### config.mk
export PLATFORM = sky130hd
export DESIGN_NAME = vga_sync_gen
export DESIGN_NICKNAME = d
export VERILOG_FILES = /design/src/rtl/vga_sync_gen.sv
export SDC_FILE = /design/constraint.sdc
export NUM_CORES = 1
export LEC_CHECK = 0
export ABC_AREA = 0
export CORE_ASPECT_RATIO = 1.1
export CORE_MARGIN = 5
export CORE_UTILIZATION = 40
export CTS_CLUSTER_DIAMETER = 200
export DETAILED_ROUTE_END_ITERATION = 16
export PLACE_DENSITY = 0.72
export SLEW_MARGIN = 20
export SYNTH_ARGS = -nofsm -noshare
export SYNTH_HDL_FRONTEND = slang
export SYNTH_SLANG_ARGS = --single-unit
### constraint.sdc
create_clock -name clk -period 2.75 [get_ports clk]
set_input_delay 0.55 -clock clk [delete_from_list [all_inputs] [get_ports clk]]
set_output_delay 0.55 -clock clk [all_outputs]
set_load 0.02 [all_outputs]
### src/rtl/vga_sync_gen.sv
`default_nettype none
// ============================================================================
// Module  : vga_sync_gen
// Purpose : VGA raster timing generator (pixel enable, counters, syncs, blanking)
// Revision: 1.0 - initial release
// ============================================================================
module vga_sync_gen #(
    parameter int H_ACTIVE    = 640,
    parameter int H_FP        = 16,
    parameter int H_SYNC      = 96,
    parameter int H_BP        = 48,
    parameter int V_ACTIVE    = 480,
    parameter int V_FP        = 10,
    parameter int V_SYNC      = 2,
    parameter int V_BP        = 33,
    parameter int CLK_DIV     = 2,
    parameter int SYNC_ACTIVE = 0
) (
    input  logic        clk,
    input  logic        reset,
    output logic        pix_tick,
    output logic [10:0] pix_x,
    output logic [10:0] pix_y,
    output logic        hsync,
    output logic        vsync,
    output logic        video_on,
    output logic        line_end,
    output logic        frame_tick
);

    localparam logic [10:0] c_H_TOTAL  = 11'(H_ACTIVE + H_FP + H_SYNC + H_BP);
    localparam logic [10:0] c_V_TOTAL  = 11'(V_ACTIVE + V_FP + V_SYNC + V_BP);
    localparam logic [10:0] c_H_LAST   = c_H_TOTAL - 11'd1;
    localparam logic [10:0] c_V_LAST   = c_V_TOTAL - 11'd1;
    localparam logic [10:0] c_H_VIS    = 11'(H_ACTIVE);
    localparam logic [10:0] c_V_VIS    = 11'(V_ACTIVE);
    localparam logic [10:0] c_HS_START = 11'(H_ACTIVE + H_FP);
    localparam logic [10:0] c_HS_END   = 11'(H_ACTIVE + H_FP + H_SYNC);
    localparam logic [10:0] c_VS_START = 11'(V_ACTIVE + V_FP);
    localparam logic [10:0] c_VS_END   = 11'(V_ACTIVE + V_FP + V_SYNC);
    localparam logic        c_SYNC_ON  = 1'(SYNC_ACTIVE);

    logic        w_pix_tick;
    logic [10:0] r_h;
    logic [10:0] r_v;
    logic        w_h_last;
    logic        w_v_last;
    logic        w_hs_win;
    logic        w_vs_win;

    generate
        if (CLK_DIV > 1) begin : g_div
            localparam int          c_DIV_W = $clog2(CLK_DIV);
            localparam logic [c_DIV_W-1:0] c_DIV_LAST = c_DIV_W'(CLK_DIV - 1);

            logic [c_DIV_W-1:0] r_div_cnt;

            always_ff @(posedge clk) begin
                if (reset) begin
                    r_div_cnt <= '0;
                end else if (r_div_cnt == c_DIV_LAST) begin
                    r_div_cnt <= '0;
                end else begin
                    r_div_cnt <= r_div_cnt + 1'b1;
                end
            end

            assign w_pix_tick = (r_div_cnt == c_DIV_LAST);
        end else begin : g_nodiv
            assign w_pix_tick = 1'b1;
        end
    endgenerate

    assign w_h_last = (r_h == c_H_LAST);
    assign w_v_last = (r_v == c_V_LAST);

    // Reset wins over the pixel enable, so a mid-frame reset never finishes the line.
    always_ff @(posedge clk) begin
        if (reset) begin
            r_h <= 11'd0;
            r_v <= 11'd0;
        end else if (w_pix_tick) begin
            if (w_h_last) begin
                r_h <= 11'd0;
                r_v <= w_v_last ? 11'd0 : r_v + 11'd1;
            end else begin
                r_h <= r_h + 11'd1;
            end
        end
    end

    assign w_hs_win = (r_h >= c_HS_START) && (r_h < c_HS_END);
    assign w_vs_win = (r_v >= c_VS_START) && (r_v < c_VS_END);

    assign pix_tick   = w_pix_tick;
    assign pix_x      = r_h;
    assign pix_y      = r_v;
    assign hsync      = w_hs_win ? c_SYNC_ON : ~c_SYNC_ON;
    assign vsync      = w_vs_win ? c_SYNC_ON : ~c_SYNC_ON;
    assign video_on   = (r_h < c_H_VIS) && (r_v < c_V_VIS);
    assign line_end   = w_pix_tick && w_h_last;
    assign frame_tick = w_pix_tick && w_h_last && w_v_last;

endmodule
`default_nettype wire

# --- Word-level counts from Yosys, hierarchy flattened ---
# Cells that the tools add are included.
classes:
  reduce_logical: 7
  addsub: 3
  mux: 4
  magnitude_cmp: 6
  eq_ne: 2
ops:
  columns: ["cell", "n"]
  rows:
  - ["$add 11x1->11 const B", 2]
  - ["$eq 11x10->1 const B", 2]
  - ["$lt 11x10->1 const B", 2]
  - ["$lt 11x9->1 const B", 2]
  - ["$mux 11", 2]
  - ["$ge 11x10->1 const B", 1]
  - ["$ge 11x9->1 const B", 1]
  - ["$logic_and 1x1->1", 5]
  - ["$mux 1", 2]
  - ["$reduce_and 2->1", 1]
  - ["$reduce_or 2->1", 1]
  - ["$add 1x1->1 const B", 1]
totals:
  elab_cells: 25
  output_inout_bits: 28
  input_bits: 2
  regBits: 23

# --- Logic depth before layout (Yosys ltp) ---
logic_depth:
  word_depth: 3
  depth_mapped: 6
  depth_no_buf: 6

# --- Worst setup path before layout ---
# OpenSTA, ideal clock, no wires.
synth_path:
  path_type: "register to output"
  from: "register r_h[9], in the netlist pix_x[9]"
  to: "output frame_tick"
  path_slack_ps: 392
  t_required_ps: 2200
  path_stages_with_launch: 4
  t_arrival_ps: 1808
  path_buffers: 0
  path_cell_list: "dfxtp_1 or4b_4 or4_4 nor2_1"
synth_via:
  elab_chain_len: 3
synth_lines:
  columns: ["item", "line", "rtl"]
  rows:
  - ["start: declaration", "44", "logic [10:0] r_h;"]
  - ["start signal: assignment", "87", "r_h <= r_h + 11'd1;"]
  - ["$eq 11x10->1", "74", "assign w_h_last = (r_h == c_H_LAST);"]
  - ["$logic_and 1x1->1 (2 in a row)", "102", "assign frame_tick = w_pix_tick && w_h_last && w_v_last;"]
  - ["end: declaration", "28", "output logic frame_tick"]
# Every way passes these cells.

# --- Final worst setup path ---
layout_path:
  from: "register r_h[10], in the netlist pix_x[10]"
  to: "output line_end"
layout_via:
  elab_chain_len: 2
layout_lines:
  columns: ["item", "line", "rtl"]
  rows:
  - ["$eq 11x10->1", "74", null]
  - ["$logic_and 1x1->1", "101", "assign line_end = w_pix_tick && w_h_last;"]
  - ["end: declaration", "27", "output logic line_end,"]
# Every way passes these cells.

==> impl_metrics.py <==
metrics = {
    "floorplan": {
        "core_um2": 3280,
        "die_h_um": 70.5,
        "io_pins": 30,
        "die_w_um": 65.0,
        "initial_core_util_pct": 40.7,
        "dieArea_um2": 4590,
        "fp-row-count": 22,
    },
    "yosys": {
        "synth.cell_area_um2": 1330,
        "synth_nets": 164,
        "yosys_warnings": 0,
        "synth-edff-count": 0,
        "ys_top_cells_by_count": "dfxtp_1 (23), nor2_1 (13), a21oi_1 (12)",
        "async_flop_share_pct": 0,
        "synth_flop_cell": "dfxtp_1",
        "synthCells": 157,
        "synth_most_common_cell": "dfxtp_1",
        "synth-simple-area-share_pct": 36.3,
        "synth_cell_type_count": 36,
        "synth_top_area_cell": "dfxtp_1",
        "post-synth-top-area-fraction_pct": 34.6,
        "synth-seq-area-share_pct": 34.6,
        "synth-compound-area-share_pct": 12.1,
        "avgSynthCellArea_um2": 8.49,
        "synthAdderAreaFrac_pct": 4.69,
        "synth_top_family_by_area": "simple AND/OR/NAND/NOR gates",
        "synthXorXnorAreaFrac_pct": 6.57,
        "ys_seq_elements": 23,
        "synthTopCellsByArea": "dfxtp_1 (35%), o32ai_1 (5.3%), xor2_1 (5.3%)",
        "synthMuxAreaShare_pct": 0,
    },
    "finish": {
        "diodes": 0,
        "nets": 205,
        "syn_to_final_growth_pct": 31.9,
        "drive_gt1_share_pct": 15.2,
        "finalInstanceArea_um2": 1760,
    },
    "critical_path": {
        "reg2reg_from": "pix_x[10]",
        "cp_max_fo": 4,
        "worstPathCellList": "or4b_4 -> or4_4 -> inv_1 -> clkbuf_2",
        "reg2reg_depth": 4,
        "start_kind": "register",
        "crit_arrival_ns": 2.02,
        "worstSetupPathType": "register to primary output",
        "crit_path_end_kind": "primary output",
        "crit_path_max_incr_delay_ns": 0.56,
        "ff2ff_setup_slack_ns": 0.76,
        "slowest_stage": "or4b_4",
        "cp_data_required_time_ns": 2.20,
        "timing.rr.end": "pix_x[10]",
    },
    "clocking": {
        "clk_pin_slew_worst_paths_ns": 0.12,
        "clk_path_buf_depth": 2,
        "cts_inserted_buffers": 3,
        "htreeDepth": 1,
        "cts-root-buf": "clkbuf_4",
        "cts_tree": "yes",
        "clock_latency_ns": 0.31,
        "cts_sinks": 23,
    },
    "sta": {
        "rsz0062_at_grt": "false",
        "hold_viol_final": 0,
        "tightest_slew_ns": 0.735,
        "clock_skew_ns": 0.00285,
        "finalSetupViolCount": 0,
        "finalSetupTns_ns": 0,
        "timing.final.crit_share_pct": 93.5,
        "slew_headroom_pct": 50.8,
        "max_freq_mhz": 389,
        "finalCriticalPeriod_ns": 2.57,
        "report.final.slew_viol_count": 0,
    },
    "pwr": {
        "total_power_mw": 0.536,
        "powerDensity_nw_per_um2": 305,
        "p_leak_nw": 0.588,
        "ir_drop_v": 0.000149,
    },
    "drt": {
        "wl_per_cell_um": 15.3,
        "firstDrtPassIters": 4,
        "drc": 0,
        "postRouteAntennaNets": 0,
        "drt-initial-drc-count": 121,
        "vias": 1367,
        "viasPerCell": 5.87,
        "wirelength_mm": 3.57,
    },
    "place": {
        "dpl_cell_area_um2": 1730,
        "gp_congestion": 0.902,
        "place_hpwl_mm": 2.57,
        "portBuffers": 29,
    },
    "min_path": {
        "hold_depth": 2,
        "hold_path.startpoint": "pix_y[0]",
        "min_path_type": "register to register",
        "whs_endpoint": "pix_y[0]",
    },
    "global_route": {
        "antenna_found_initial": 0,
        "grt_overflow": 0,
        "grt_pass1_vias": 1356,
        "grtUsageTotal_pct": 16.5,
        "grt_pass1_wl_mm": 6.20,
        "grt_start_max_net_pins": 25,
    },
    "status": {
        "status": "completed",
    },
    "run": {
        "maxCapViolations": 0,
    },
}
==> final cells by class <==
type / count / area, um^2
Fill cell: 321 / 1520
Sequential cell: 23 / 460
Multi-Input combinational cell: 116 / 796
Timing Repair Buffer: 44 / 393
Tap cell: 36 / 45.0
Clock buffer: 4 / 26.3
Inverter: 10 / 37.5
==> worst max-delay path, delay by kind of cell, from the launching register on <==
family | cells | cell delay, ns
buffers and inverters | 2 | 0.32
flip-flops | 1 | 0.33
AND/OR/NAND/NOR | 2 | 1.06
==> logic make-up (layout without fill, tap and decap cells) <==
| kind of cell | after synthesis | count (layout) |
|---|---|---|
| compound gates | 24 | 24 |
| xor+xnor | 10 | 10 |
| fa+ha+maj | 5 | 5 |
| buf+inv | 18 | 58 |
| flops | 23 | 23 |
| simple gates | 77 | 77 |
==> cell usage in the layout, fill, tap and decap left out, drive strengths merged, types with 2 or more instances in the layout <==
cell           instances
dfxtp                 23
nand3                  9
o32ai                  8
xnor2                  2
clkdlybuf4s50         27
nor2                  13
nor4b                  3
and4                   5
buf                   15
nor4bb                 2
nand2b                 5
ha                     5
or2                    2
and3                   2
or4                    3
nand4                 11
clkbuf                 6
o21ai                  2
nand2                  8
a21oi                 12
or3                    7
nand3b                 2
xor2                   8
inv                   10
==> flip-flops by register name (all words and copies together) (netlist names) <==
| name | count |
|---|---|
| pix_x | 11 |
| pix_tick | 1 |
| pix_y | 11 |
==> layer usage <==
layer  track usage, %  up-vias  part of all wire, %
met3             2.38        6                  5.0
met5                0        -                    0
met2             28.2       45                   49
li1                 -      660                    -
met1             21.2      656                   44
met4             5.53        0                  1.8
==> repair_timing <==
action | 4_1_cts | 5_1_grt
hold buffers | 0 | 0
gates resized for setup | 3 | 3
setup endpoints to repair | 2 | 2
setup buffers | 0 | 1
pin swaps | 0 | 1
==> stage by stage <==
step	util (%)	hold WS, ns	setup slack, ns	std cells
global route	53.7	0.563	0.0941	233
finish	53.7	0.533	0.178	233
global placement	52.9	0.514	0.134	228
floorplan	-	0.571	0.392	157
detailed placement	52.9	0.516	0.0860	228
CTS	53.7	0.537	0.0268	232
==> how the worst max path moves through the flow <==
stage | from | endpoint | slack [ns] | cells after the start
after floorplan | pix_x[9] | frame_tick | 0.39 | 3
after global placement | pix_x[10] | frame_tick | 0.13 | 4
after detailed placement | pix_x[10] | line_end | 0.09 | 4
after CTS | pix_x[10] | line_end | 0.03 | 4
after global routing | pix_x[1] | line_end | 0.09 | 5
final | pix_x[10] | line_end | 0.18 | 4
==> power by group <==
part	switching [mW]	total, mW	internal [mW]
registers	0.00221	0.339	0.337
logic	0.0225	0.0407	0.0182
clock network	0.0999	0.157	0.0566
(Power assumes the default switching activity.)
==> RTL change: new RTL, same flow settings <==
Change the parameter `CLK_DIV` from 2 to 1.
--- a/src/rtl/vga_sync_gen.sv
+++ b/src/rtl/vga_sync_gen.sv
@@ -13,7 +13,7 @@
     parameter int V_FP        = 10,
     parameter int V_SYNC      = 2,
     parameter int V_BP        = 33,
-    parameter int CLK_DIV     = 2,
+    parameter int CLK_DIV     = 1,
     parameter int SYNC_ACTIVE = 0
 ) (
     input  logic        clk,
Check against the original RTL: not equivalent (a bounded check fails within 4 cycles, from zero or initial values and one cycle with reset high).
==> RTL change against the unedited design <==
Maximum frequency shrank 0.49%. Clock skew grew 0.0028 ns. Utilization shrank 0.20 points. Design area shrank 8.9%. Total power shrank 5.1%. Sequential cell count shrank 1. Register-to-register slack lost 0.04 ns. Wire length shrank 16%. Worst setup slack lost 0.013 ns. Combinational power shrank 17%. Area after synthesis shrank 8.8%.
==> RTL change: results (changes against the unedited design) <==
stage	metric	value	unit	change
layout	Signal buf overhead	0.225		+0.00151
worst_setup_path	CP Max Fanout	3		-1
synth	Yosys reg bits	22		-4.3%
worst_setup_path	Critical Path Slowest Stage Cell	or4_1		
grt	gr usage total	0.153		-0.0116
layout	area occupied by registers	440	sq um	-4.3%
grt	M2 GR Usage	0.280		-0.00203
layout	Fill cells	294		-8.4%
grt	met1 Use GR	0.169		-0.0431
timing	clk_skew	0.00566	ns	+0.00282 ns
worst_setup_path	FF-to-FF Start	pix_x[5]$_SDFF_PP0_		
layout	ClkCell Share	0.0141		-0.000884
grt	first-pass GRT wire length	5160	um	-17%
synth	Synth Area in Compound Gates	0.0309		-0.0902
worst_setup_path	WP data arrival	2.04	ns	+0.02 ns
power_and_ir_drop	P_sw	0.000122	W	-2.4%
grt	largest net degree at the start of global routing	12		-52%
synth	Post-synth top cells	dfxtp_1 (22), nor2_1 (22), nand3_1 (12), nand2_1 (10), xnor2_1 (10)		
worst_setup_path	worst r2r dst	pix_y[9]$_SDFFE_PP0P_		
synth	Netlist cell types	32		-11%
worst_setup_path	Worst setup startpoint	pix_y[4]$_SDFFE_PP0P_		
worst_setup_path	flop-to-flop setup slack	0.72	ns	-0.04 ns
worst_setup_path	critical path's largest stage delay	0.52	ns	-0.04 ns
synth	post-synth net total	151		-7.9%
status	run status	complete, no violations		
min_path	Min-Delay Path Depth	1		-1
layout	nets@finish	188		-8.3%
synth	area share of fa/ha/maj cells after synthesis	0.0515		+0.00454
place	RePlAce Congestion	0.831		-7.9%
layout	share of cells above drive strength 1	0.123		-0.0294
layout	comb_multi_in	108		-6.9%
[RTL change: repair_timing]
action,4_1_cts,5_1_grt
resized for setup,1,3
setup endpoints to repair,1,2
pin swaps,0,0
[RTL change: layer usage]
metal  part of all wire  up-vias
li1                   -      571
met1               0.44      540
met2               0.50       27
met3              0.046        4
met4             0.0097        0
met5                  0        -
[RTL change: per-stage QoR]
| stage | cells | worst slack (ns) | cell area, sq um | power, W | hold WS, ns |
|---|---|---|---|---|---|
| 2_1_floorplan | 144 | 0.484 | 1210 | 0.000354 | 0.540 |
| 4_1_cts | 213 | 0.00554 | 1600 | 0.000511 | 0.511 |
| 3_5_place_dp | 210 | 0.0741 | 1580 | 0.000368 | 0.481 |
| 3_3_place_gp | 210 | 0.124 | 1580 | 0.000366 | 0.475 |
| 6_report | 213 | 0.165 | 1600 | 0.000509 | 0.501 |
| 5_1_grt | 213 | 0.0699 | 1600 | 0.000531 | 0.548 |
